===== src/rtl/fifo_rd_stream.sv =====
// Read-side drain stage: prefetches words from a FIFO read port into a small
// circular buffer and presents them as a valid/ready stream.

package FIFO_param_pkg;
    parameter int unsigned WIDTH = 8;
endpackage

module fifo_rd_stream #(
    parameter int unsigned WIDTH     = FIFO_param_pkg::WIDTH,
    parameter int unsigned BUF_DEPTH = 4,
    parameter int unsigned ERR_W     = 8
) (
    input  logic             CLK,
    input  logic             nRST,
    input  logic             fifo_empty,
    input  logic [WIDTH-1:0] fifo_rd_data,
    input  logic             fifo_rd_err,
    output logic             fifo_rd_en,
    output logic             out_valid,
    output logic [WIDTH-1:0] out_data,
    input  logic             out_ready,
    input  logic             flush,
    output logic [ERR_W-1:0] rd_err_cnt
);

    localparam int unsigned PW = (BUF_DEPTH > 1) ? $clog2(BUF_DEPTH) : 1;
    localparam int unsigned OW = PW + 1;

    logic [PW-1:0]    head_q, head_d;
    logic [PW-1:0]    tail_q, tail_d;
    logic [OW-1:0]    occ_q, occ_d;
    logic             inflight_q;
    logic [ERR_W-1:0] err_cnt_q, err_cnt_d;
    logic [WIDTH-1:0] buf_q [BUF_DEPTH];

    logic             push;
    logic             pop;
    logic             err_inc;
    logic [OW:0]      credit_used;

    // Credit counts the word already requested but not yet returned.
    assign credit_used = {1'b0, occ_q} + {{OW{1'b0}}, inflight_q};
    assign fifo_rd_en  = nRST && !fifo_empty && !flush
                         && (credit_used < (OW + 1)'(BUF_DEPTH));

    assign out_valid  = (occ_q != '0);
    assign out_data   = buf_q[head_q];
    assign rd_err_cnt = err_cnt_q;

    assign push    = inflight_q && !fifo_rd_err && !flush;
    assign pop     = out_valid && out_ready;
    // Errored returns in a flush cycle are swallowed along with the data.
    assign err_inc = fifo_rd_err && !(inflight_q && flush);

    always_comb begin
        head_d    = head_q;
        tail_d    = tail_q;
        occ_d     = occ_q;
        err_cnt_d = err_cnt_q;
        if (flush) begin
            head_d = '0;
            tail_d = '0;
            occ_d  = '0;
        end else begin
            if (push) tail_d = tail_q + PW'(1);
            if (pop)  head_d = head_q + PW'(1);
            occ_d = occ_q + OW'(push) - OW'(pop);
        end
        if (err_inc && (err_cnt_q != '1)) begin
            err_cnt_d = err_cnt_q + ERR_W'(1);
        end
    end

    always_ff @(posedge CLK or negedge nRST) begin
        if (!nRST) begin
            head_q     <= '0;
            tail_q     <= '0;
            occ_q      <= '0;
            inflight_q <= 1'b0;
            err_cnt_q  <= '0;
        end else begin
            head_q     <= head_d;
            tail_q     <= tail_d;
            occ_q      <= occ_d;
            inflight_q <= fifo_rd_en;
            err_cnt_q  <= err_cnt_d;
        end
    end

    always_ff @(posedge CLK) begin
        if (push) begin
            buf_q[tail_q] <= fifo_rd_data;
        end
    end

    a_no_overflow: assert property (@(posedge CLK) disable iff (!nRST)
        !(push && (occ_q == OW'(BUF_DEPTH))));

endmodule


===== config.mk =====
export PLATFORM = sky130hd
export DESIGN_NAME = fifo_rd_stream
export DESIGN_NICKNAME = d
export VERILOG_FILES = /design/src/rtl/fifo_rd_stream.sv
export SDC_FILE = /design/constraint.sdc
export NUM_CORES = 1
export LEC_CHECK = 0
export ABC_AREA = 1
export BUFFER_PORTS_ARGS = -buffer_cell sky130_fd_sc_hd__buf_2
export CAP_MARGIN = 20
export CORE_UTILIZATION = 45
export DETAILED_ROUTE_END_ITERATION = 7
export PLACE_DENSITY = 0.65
export SLEW_MARGIN = 20
export SYNTH_ARGS = -nofsm -noshare
export SYNTH_HDL_FRONTEND = slang
export SYNTH_SLANG_ARGS = --single-unit

===== constraint.sdc =====
create_clock -name CLK -period 2.3 [get_ports CLK]
set_clock_uncertainty 0.1 [all_clocks]
set_input_delay 0.23 -clock CLK [delete_from_list [all_inputs] [get_ports CLK]]
set_output_delay 0.23 -clock CLK [all_outputs]
set_load 0.1 [all_outputs]

# [Yosys cells after proc, flatten, opt, wreduce, memory -nomap -nowiden]
# Memory sizes are Yosys's and may differ from the RTL's.
# Index checks and enable logic that the tools add are counted.
[word_totals] wordCells=37 reg_bits=16 output_inout_bits=18 mem_bits_rw=32 in_bits=14 mem_count=1
[mem_list] memory="buf_q" words=4 word_bits=8 read_ports=1 rd_ports_with_merged_regs=0 write_ports=1 line="34" text="logic [WIDTH-1:0] buf_q [BUF_DEPTH];"
[op_classes] n_eq_ne=1 n_addsub=6 n_lt_le_gt_ge=1 mux=7 n_reduce_logical=16
[ops] cell="$logic_and 1x1->1" count=9
[ops] cell="$add 8x1->8 const B" count=1
[ops] cell="$mux 2" count=4
[ops] cell="$ne 8x8->1 const B" count=1
[ops] cell="$add 2x1->2 const B" count=2
[ops] cell="$add 3x1->4" count=1
[ops] cell="$logic_not 1->1" count=4
[ops] cell="$lt 4x3->1 const B" count=1
[ops] cell="$reduce_bool 2->1" count=2
[ops] cell="$add 3x1->3" count=1
[ops] cell="$mux 3" count=1
[ops] cell="$reduce_bool 3->1" count=1
[ops] cell="$sub 3x1->3" count=1
[ops] cell="$mux 1" count=2

# [Longest topological paths before layout]
# Gate-level depths: netlist (run 1).
[logic_depth] depth_word=6 ltp_mapped=11 depth_no_buf=11

# [Worst setup path after synthesis (run 1)]
# No wires, ideal clock.
[synth_timing] path_kind="reg2reg" from="reg occ_q[1]" to="reg inflight_q" setup_time_ns=0.344 slack_ns=-0.933 period_less_slack_ns=3.233 required_ns=1.856 n_path_buf=0 stages_incl_launch_ff=5 arrival_ns=2.789 cell_sequence="dfrtp_1 -> ha_1 -> nand3_1 -> nand2_1 -> nor3_1"
[synth_between] elab_chain_cells=3
[synth_rtl] item="start, declared" line="31" text="logic [OW-1:0] occ_q, occ_d;"
[synth_rtl] item="start signal, assigned" line="78" text="occ_q <= '0;"
[synth_rtl] item="start signal, assigned" line="84" text="occ_q <= occ_d;"
[synth_rtl] item="$add 3x1->4" line="42" text="assign credit_used = {1'b0, occ_q} + {{OW{1'b0}}, inflight_q};"
[synth_rtl] item="$lt 4x3->1" line="44" text="&& (credit_used < (OW + 1)'(BUF_DEPTH));"
[synth_rtl] item="$logic_and 1x1->1" line="44"
[synth_rtl] item="named net fifo_rd_en" line="18" text="output logic fifo_rd_en,"
[synth_rtl] item="end signal, assigned" line="85" text="inflight_q <= fifo_rd_en;"
[synth_rtl] item="end, declared" line="32" text="logic inflight_q;"
# The timed path passes the listed nets, and every way through them passes these cells.
# A chain may end at the register's enable or synchronous reset.

# [Worst setup path in the final report (run 1)]
[layout_timing] from="reg head_q[0]" to="out out_data[2]"
[layout_between] elab_chain_cells=1
[layout_rtl] item="start, declared" line="29" text="logic [PW-1:0] head_q, head_d;"
[layout_rtl] item="start signal, assigned" line="76" text="head_q <= '0;"
[layout_rtl] item="start signal, assigned" line="82" text="head_q <= head_d;"
[layout_rtl] item="$mem_v2 4x8"
[layout_rtl] item="end, declared" line="20" text="output logic [WIDTH-1:0] out_data,"
# No other way between the ends.

==> results of run 1 <==
==> layout by cell type, fill, tap and decap left out, types with 2 or more instances in the layout <==
master / count
edfxtp_1: 32
nor2_1: 30
buf_2: 29
nand2_1: 26
inv_1: 21
o21ai_0: 21
dfrtp_1: 16
nand3_1: 11
o22ai_2: 8
ha_1: 8
clkbuf_8: 6
buf_4: 5
nor2_2: 3
nand2_4: 3
buf_12: 3
inv_2: 2
o21ai_1: 2
nand4_1: 2
nand3b_1: 2
clkinvlp_4: 2
==> worst paths after layout <==
| path | from | to | cells past startpoint |
|---|---|---|---|
| min reg2reg | rd_err_cnt[7]$_DFFE_PN0P_ | rd_err_cnt[7]$_DFFE_PN0P_ | 2 |
| max reg2reg | occ_q[1]$_DFF_PN0_ | occ_q[2]$_DFF_PN0_ | 11 |
| max in group asynchronous | nRST | head_q[1]$_DFFE_PN0P_ | 3 |
| max | head_q[0]$_DFFE_PN0P_ | out_data[2] | 4 |
| min | flush | occ_q[1]$_DFF_PN0_ | 2 |
| min in group asynchronous | nRST | rd_err_cnt[4]$_DFFE_PN0P_ | 3 |
==> worst register-to-register path: stages, from the launching register on <==
cell and delay (ns):
dfrtp_1 0.44, nor2_2 0.17, nand2_4 0.05, nand2_1 0.09, inv_1 0.07, ha_1 0.28, inv_1 0.05, ha_1 0.13
inv_1 0.05, fa_1 0.38, o21ai_1 0.13, a21oi_1 0.05
==> state kept, by name (all words and copies together), names as in the netlist <==
signal,cells
occ_q,3
buf_q,32
inflight_q,1
head_q,2
rd_err_cnt,8
tail_q,2
==> kinds of logic after synthesis <==
group,count (synthesis),share of synthesized area (%)
xor+xnor,2,0.8141
fa+ha+maj,9,5.582
simple gates,80,16.57
flops,48,63.26
compound gates,33,8.314
buf+inv,27,5.465
==> where the power goes <==
group,internal (mW),switching [mW],leakage [nW]
clock,0.243,0.274,0.0434
combinational,0.348,1.23,0.576
sequential,1.00,0.119,0.493
total,1.60,1.62,1.11
==> per-layer routing <==
metal  global-route usage (%)  vias up  routed length, microns
li1                         -      753                       -
met1                    23.57      688                    1889
met2                    26.77       28                    1780
met3                    3.989        9                     151
met4                    6.000        0                      65
met5                        0        -                       0
==> final cells by class <==
cell class / count / share of cell area, %
flip-flops and latches: 48 / 52.33
multi-input cells: 124 / 28.38
repair buffers: 38 / 9.716
inverters: 23 / 3.319
clock buffers: 6 / 3.175
well taps: 52 / 2.501
clock inverters: 2 / 0.5772
==> repair_timing <==
| action | CTS | global route |
|---|---|---|
| hold buffers | 1 | 0 |
| endpoints found under the setup margin | 0 | 1 |
| hold endpoints to repair | 16 | 0 |
| gates resized for setup | 0 | 2 |
==> flow_metrics.env, run 1 <==
export IMPL_power_leakage_nw=1.113
export IMPL_finalSetupViolCount=0
export IMPL_drt_wl_total_mm=3.886
export IMPL_io_pins=32
export IMPL_peakVddDrop_mv=0.8663
export IMPL_cts_buffer_depth=2
export IMPL_rsz0062_at_grt="false"
export IMPL_syn_inst=199
export IMPL_core_sq_um=4474
export IMPL_vias=1478
export IMPL_cp_start_kind="flop"
export IMPL_synth_top_cell_by_area="edfxtp_1"
export IMPL_cts_tree="done"
export IMPL_syn_nets=222
export IMPL_synth_top_area_share_pct=44.65
export IMPL_fin_crit_ns=2.137
export IMPL_place_area_sq_um=2491
export IMPL_post_route_drc_count=2
export IMPL_maxSlewViolCount=0
export IMPL_dieHeight_microns=71.16
export IMPL_grt_pass1_vias=1410
export IMPL_antenna_found_initial=0
export IMPL_yosysUniqueCellTypes=26
export IMPL_multiInputGateArea_sq_um=738.2
export IMPL_port_buffers=31
export IMPL_clock_fmax_ghz=0.4679
export IMPL_critical_path_arrival_ns=1.81
export IMPL_slew_headroom_pct=67.15
export IMPL_hold_ws_ns=0.02585
export IMPL_synth_edff_count=32
export IMPL_critical_path_top_delay_family="buffers and inverters"
export IMPL_dp_cells=284
export IMPL_p_per_area_nw_per_um2=1236
export IMPL_cts_max_level=2
export IMPL_hp_class="input port to flop"
export IMPL_clkTransAtPathRegs_ns=0.08
export IMPL_initial_core_util_pct=48.10
export IMPL_required_ns=1.97
export IMPL_ys_seq_area_share_pct=63.26
export IMPL_pre_cts_ws_ns=0.1641
export IMPL_tns_ns=0
export IMPL_syn_area_per_cell_sq_um=10.81
export IMPL_synth_area_sq_um=2152
export IMPL_cts_made_buffers=5
export IMPL_yosys_most_used_dff="edfxtp_1"
export IMPL_drv_cap=0
export IMPL_synth_area_top_cells="edfxtp_1 (45%), dfrtp_1 (19%), nor2_1 (5.4%)"
export IMPL_worst_slack_ns=0.1626
export IMPL_num_rows=24
export IMPL_endpoint_kind="primary output"
export IMPL_register_area_sq_um=1361
export IMPL_postCtsSetupBuffers=0
export IMPL_failed_checks="design-rule violations"
export IMPL_r2r_slack_ns=0.20
export IMPL_cpPeakStageDelay_ns=0.51
export IMPL_synth_most_common_cell="edfxtp_1"
export IMPL_fin_crit_sh_pct=92.93
export IMPL_worstPathCellList="inv_2 > nor2_1 > o22ai_2 > buf_2"
export IMPL_async_flop_share_pct=33.33
export IMPL_ys_seq_elements=48
export IMPL_antenna_cells=0
export IMPL_path_max_fanout=17
export IMPL_fin_nets=263
export IMPL_grt_max_degree=18
export IMPL_yosysWarnings=0
export IMPL_clock_latency_ns=0.29
export IMPL_final_layout_size_suffix_gt1_share_pct=26.97
export IMPL_die_w_microns=71.16
export IMPL_place_congestion=0.8074
export IMPL_overflow=0
export IMPL_critical_path_class="flop to primary output"
export IMPL_cts_sinks=48
export IMPL_total_power_mw=3.214
export IMPL_drtIter0Drc=114
export IMPL_die_area_sq_um=5063
export IMPL_stdcell_count=293
export IMPL_wl_per_cell_microns=13.26
export IMPL_syn_to_final_growth_pct=20.87
export IMPL_worst_path_max_delay_cell="dfrtp_1"
export IMPL_dr_pass1_iters=6
export IMPL_hold_viol_final=0
export IMPL_status="finished, violations left"
export IMPL_root_buffer="clkbuf_8"
export IMPL_tightestPinTransition_ns=0.4961
export IMPL_dp_hpwl_mm=2.694
export IMPL_n_fill_cell=401
export IMPL_grt_usage_pct=17.11
export IMPL_ant_nets=0
export IMPL_grt_pass1_wl_mm=6.534
export IMPL_final_util_pct=58.14
export IMPL_final_area_sq_um=2601
export IMPL_critPathBufInv=2
export IMPL_via_per_inst=5.044
export IMPL_synth_commonest_cells="edfxtp_1 (32), nor2_1 (31), nand2_1 (27)"
(Power assumes the default switching activity.)
==> run 2, diff against run 1 <==
CORE_UTILIZATION = 56   (was 45)
PLACE_DENSITY = 0.79   (was 0.65)
==> run 2 against run 1 <==
  * The run now ends clean
  * Sequential share of layout area up 1.1 points
  * Final area down 2.1%
  * Worst hold slack better by 0.022 ns
  * Critical path depth unchanged
  * Via count down 1.1%
  * Clock power down 9.5%
  * Die area down 19%
  * Sequential cell count unchanged
  * Critical endpoint is now out_data[7]
  * Largest cell class unchanged
==> flow_metrics.env, run 2 (same netlist as run 1, synthesis figures left out) <==
export IMPL_status="complete, no violations"
export IMPL_tightestPinTransition_ns=0.4877
export IMPL_largest_reg_flops=32
export IMPL_grt_pass1_wl_mm=5.954
export IMPL_drtIter0Drc=61
export IMPL_overflow=0
export IMPL_root_buffer="clkbuf_8"
export IMPL_dp_hpwl_mm=2.626
export IMPL_post_route_drc_count=0
export IMPL_fin_nets=264
export IMPL_path_max_fanout=11
export IMPL_num_rows=22
export IMPL_vias=1462
export IMPL_hold_depth=2
export IMPL_mostFrequentLayoutCells="edfxtp_1 (32), buf_2 (31), nor2_1 (30)"
export IMPL_syn_to_final_growth_pct=18.37
export IMPL_core_sq_um=3661
export IMPL_cts_tree="done"
export IMPL_min_delay_start="flush"
export IMPL_clock_fmax_ghz=0.4636
export IMPL_postCtsSetupBuffers=0
export IMPL_ant_nets=0
export IMPL_clock_latency_ns=0.29
export IMPL_cts_max_level=2
export IMPL_critical_path_arrival_ns=1.83
export IMPL_antenna_found_initial=0
export IMPL_die_area_sq_um=4095
export IMPL_grt_pass1_vias=1376
export IMPL_final_area_sq_um=2547
export IMPL_io_pins=32
export IMPL_n_fill_cell=293
export IMPL_via_per_inst=5.041
export IMPL_antenna_cells=0
export IMPL_grt_usage_pct=19.43
export IMPL_port_buffers=31
export IMPL_drv_cap=0
export IMPL_dr_pass1_iters=4
export IMPL_hold_path_end="occ_q[0]$_DFF_PN0_"
export IMPL_drt_wl_total_mm=3.654
export IMPL_final_common_cell="edfxtp_1"
export IMPL_cts_sinks=48
export IMPL_clkTransAtPathRegs_ns=0.08
export IMPL_stdcell_count=290
export IMPL_dieHeight_microns=63.99
export IMPL_tns_ns=0
export IMPL_finalSetupViolCount=0
export IMPL_critical_path_class="flop to primary output"
export IMPL_fin_crit_sh_pct=93.79
export IMPL_reg2reg_depth=11
export IMPL_cts_made_buffers=5
export IMPL_endpoint_kind="primary output"
export IMPL_maxSlewViolCount=0
export IMPL_hold_viol_final=0
export IMPL_rr_endpoint="occ_q[2]$_DFF_PN0_"
export IMPL_dp_cells=281
export IMPL_fin_crit_ns=2.157
export IMPL_grt_max_degree=18
export IMPL_wl_per_cell_microns=12.60
export IMPL_reg2reg_from="occ_q[1]$_DFF_PN0_"
export IMPL_place_area_sq_um=2451
export IMPL_power_leakage_nw=1.098
export IMPL_r2r_slack_ns=0.15
export IMPL_peakVddDrop_mv=0.8368
export IMPL_hp_class="input port to flop"
export IMPL_required_ns=1.97
export IMPL_largest_register="buf_q"
export IMPL_initial_core_util_pct=58.78
export IMPL_cts_buffer_depth=2
export IMPL_place_congestion=0.7100
export IMPL_cp_start_kind="flop"
export IMPL_final_layout_size_suffix_gt1_share_pct=26.45
export IMPL_slew_headroom_pct=67.71
export IMPL_rsz0062_at_grt="false"
export IMPL_die_w_microns=63.99
export IMPL_p_per_area_nw_per_um2=1207
-- run 2: final cells by class --
type,instances,area [sq um],share of cell area [%]
Timing Repair Buffer,39,217.7,8.546
Inverter,23,86.33,3.389
Sequential cell,48,1361,53.44
Tap cell,48,60.06,2.358
Clock buffer,6,72.57,2.849
Multi-Input combinational cell,124,738.2,28.98
Clock inverter,2,11.26,0.4420
-- run 2: worst max-delay path, cell delays in order, from the launching register on --
cell and delay (ns):
dfrtp_1 0.57, buf_4 0.23, o21ai_0 0.11, o22ai_2 0.18, buf_2 0.45
-- run 2: timing repair --
| action | CTS | global route |
|---|---|---|
| hold buffers | 1 | 0 |
| hold endpoints to repair | 16 | 0 |
| gates resized for setup | 0 | 1 |
| endpoints found under the setup margin | 0 | 1 |
-- run 2: metal layers --
layer  track usage [%]  share of wire [%]
met1             21.29                 42
met2             36.97                 53
met3             5.179                4.1
met4             4.261               0.57
met5                 0                  0
-- run 2: how the worst max path moves through the flow --
stage | start | endpoint | slack [ns] | cells past startpoint
final | head_q[0]$_DFFE_PN0P_ | out_data[7] | 0.14 | 4
after global routing | occ_q[1]$_DFF_PN0_ | occ_q[2]$_DFF_PN0_ | 0.03 | 11
after CTS | occ_q[1]$_DFF_PN0_ | occ_q[2]$_DFF_PN0_ | 0.12 | 11
after detailed placement | occ_q[1]$_DFF_PN0_ | occ_q[2]$_DFF_PN0_ | 0.13 | 11
after global placement | occ_q[1]$_DFF_PN0_ | occ_q[2]$_DFF_PN0_ | 0.20 | 11
after floorplan | occ_q[1]$_DFF_PN0_ | occ_q[2]$_DFF_PN0_ | 0.008 | 11
-- run 2: per-stage QoR --
| step | hold slack [ns] | power, mW | setup slack (ns) | util [%] |
|---|---|---|---|---|
| 2_1_floorplan | -0.1656 | 2.413 | 0.008428 | - |
| 3_3_place_gp | 0.1023 | 2.607 | 0.1997 | 66.95 |
| 3_5_place_dp | 0.1016 | 2.627 | 0.1340 | 66.95 |
| 4_1_cts | 0.03707 | 3.097 | 0.1221 | 69.51 |
| 5_1_grt | 0.03510 | 3.221 | 0.02616 | 69.58 |
| 6_report | 0.04744 | 3.074 | 0.1427 | 69.58 |
-- run 2: where the power goes --
part	internal [mW]	switching [mW]
sequential	1.00	0.118
clock	0.211	0.257
combinational	0.287	1.20
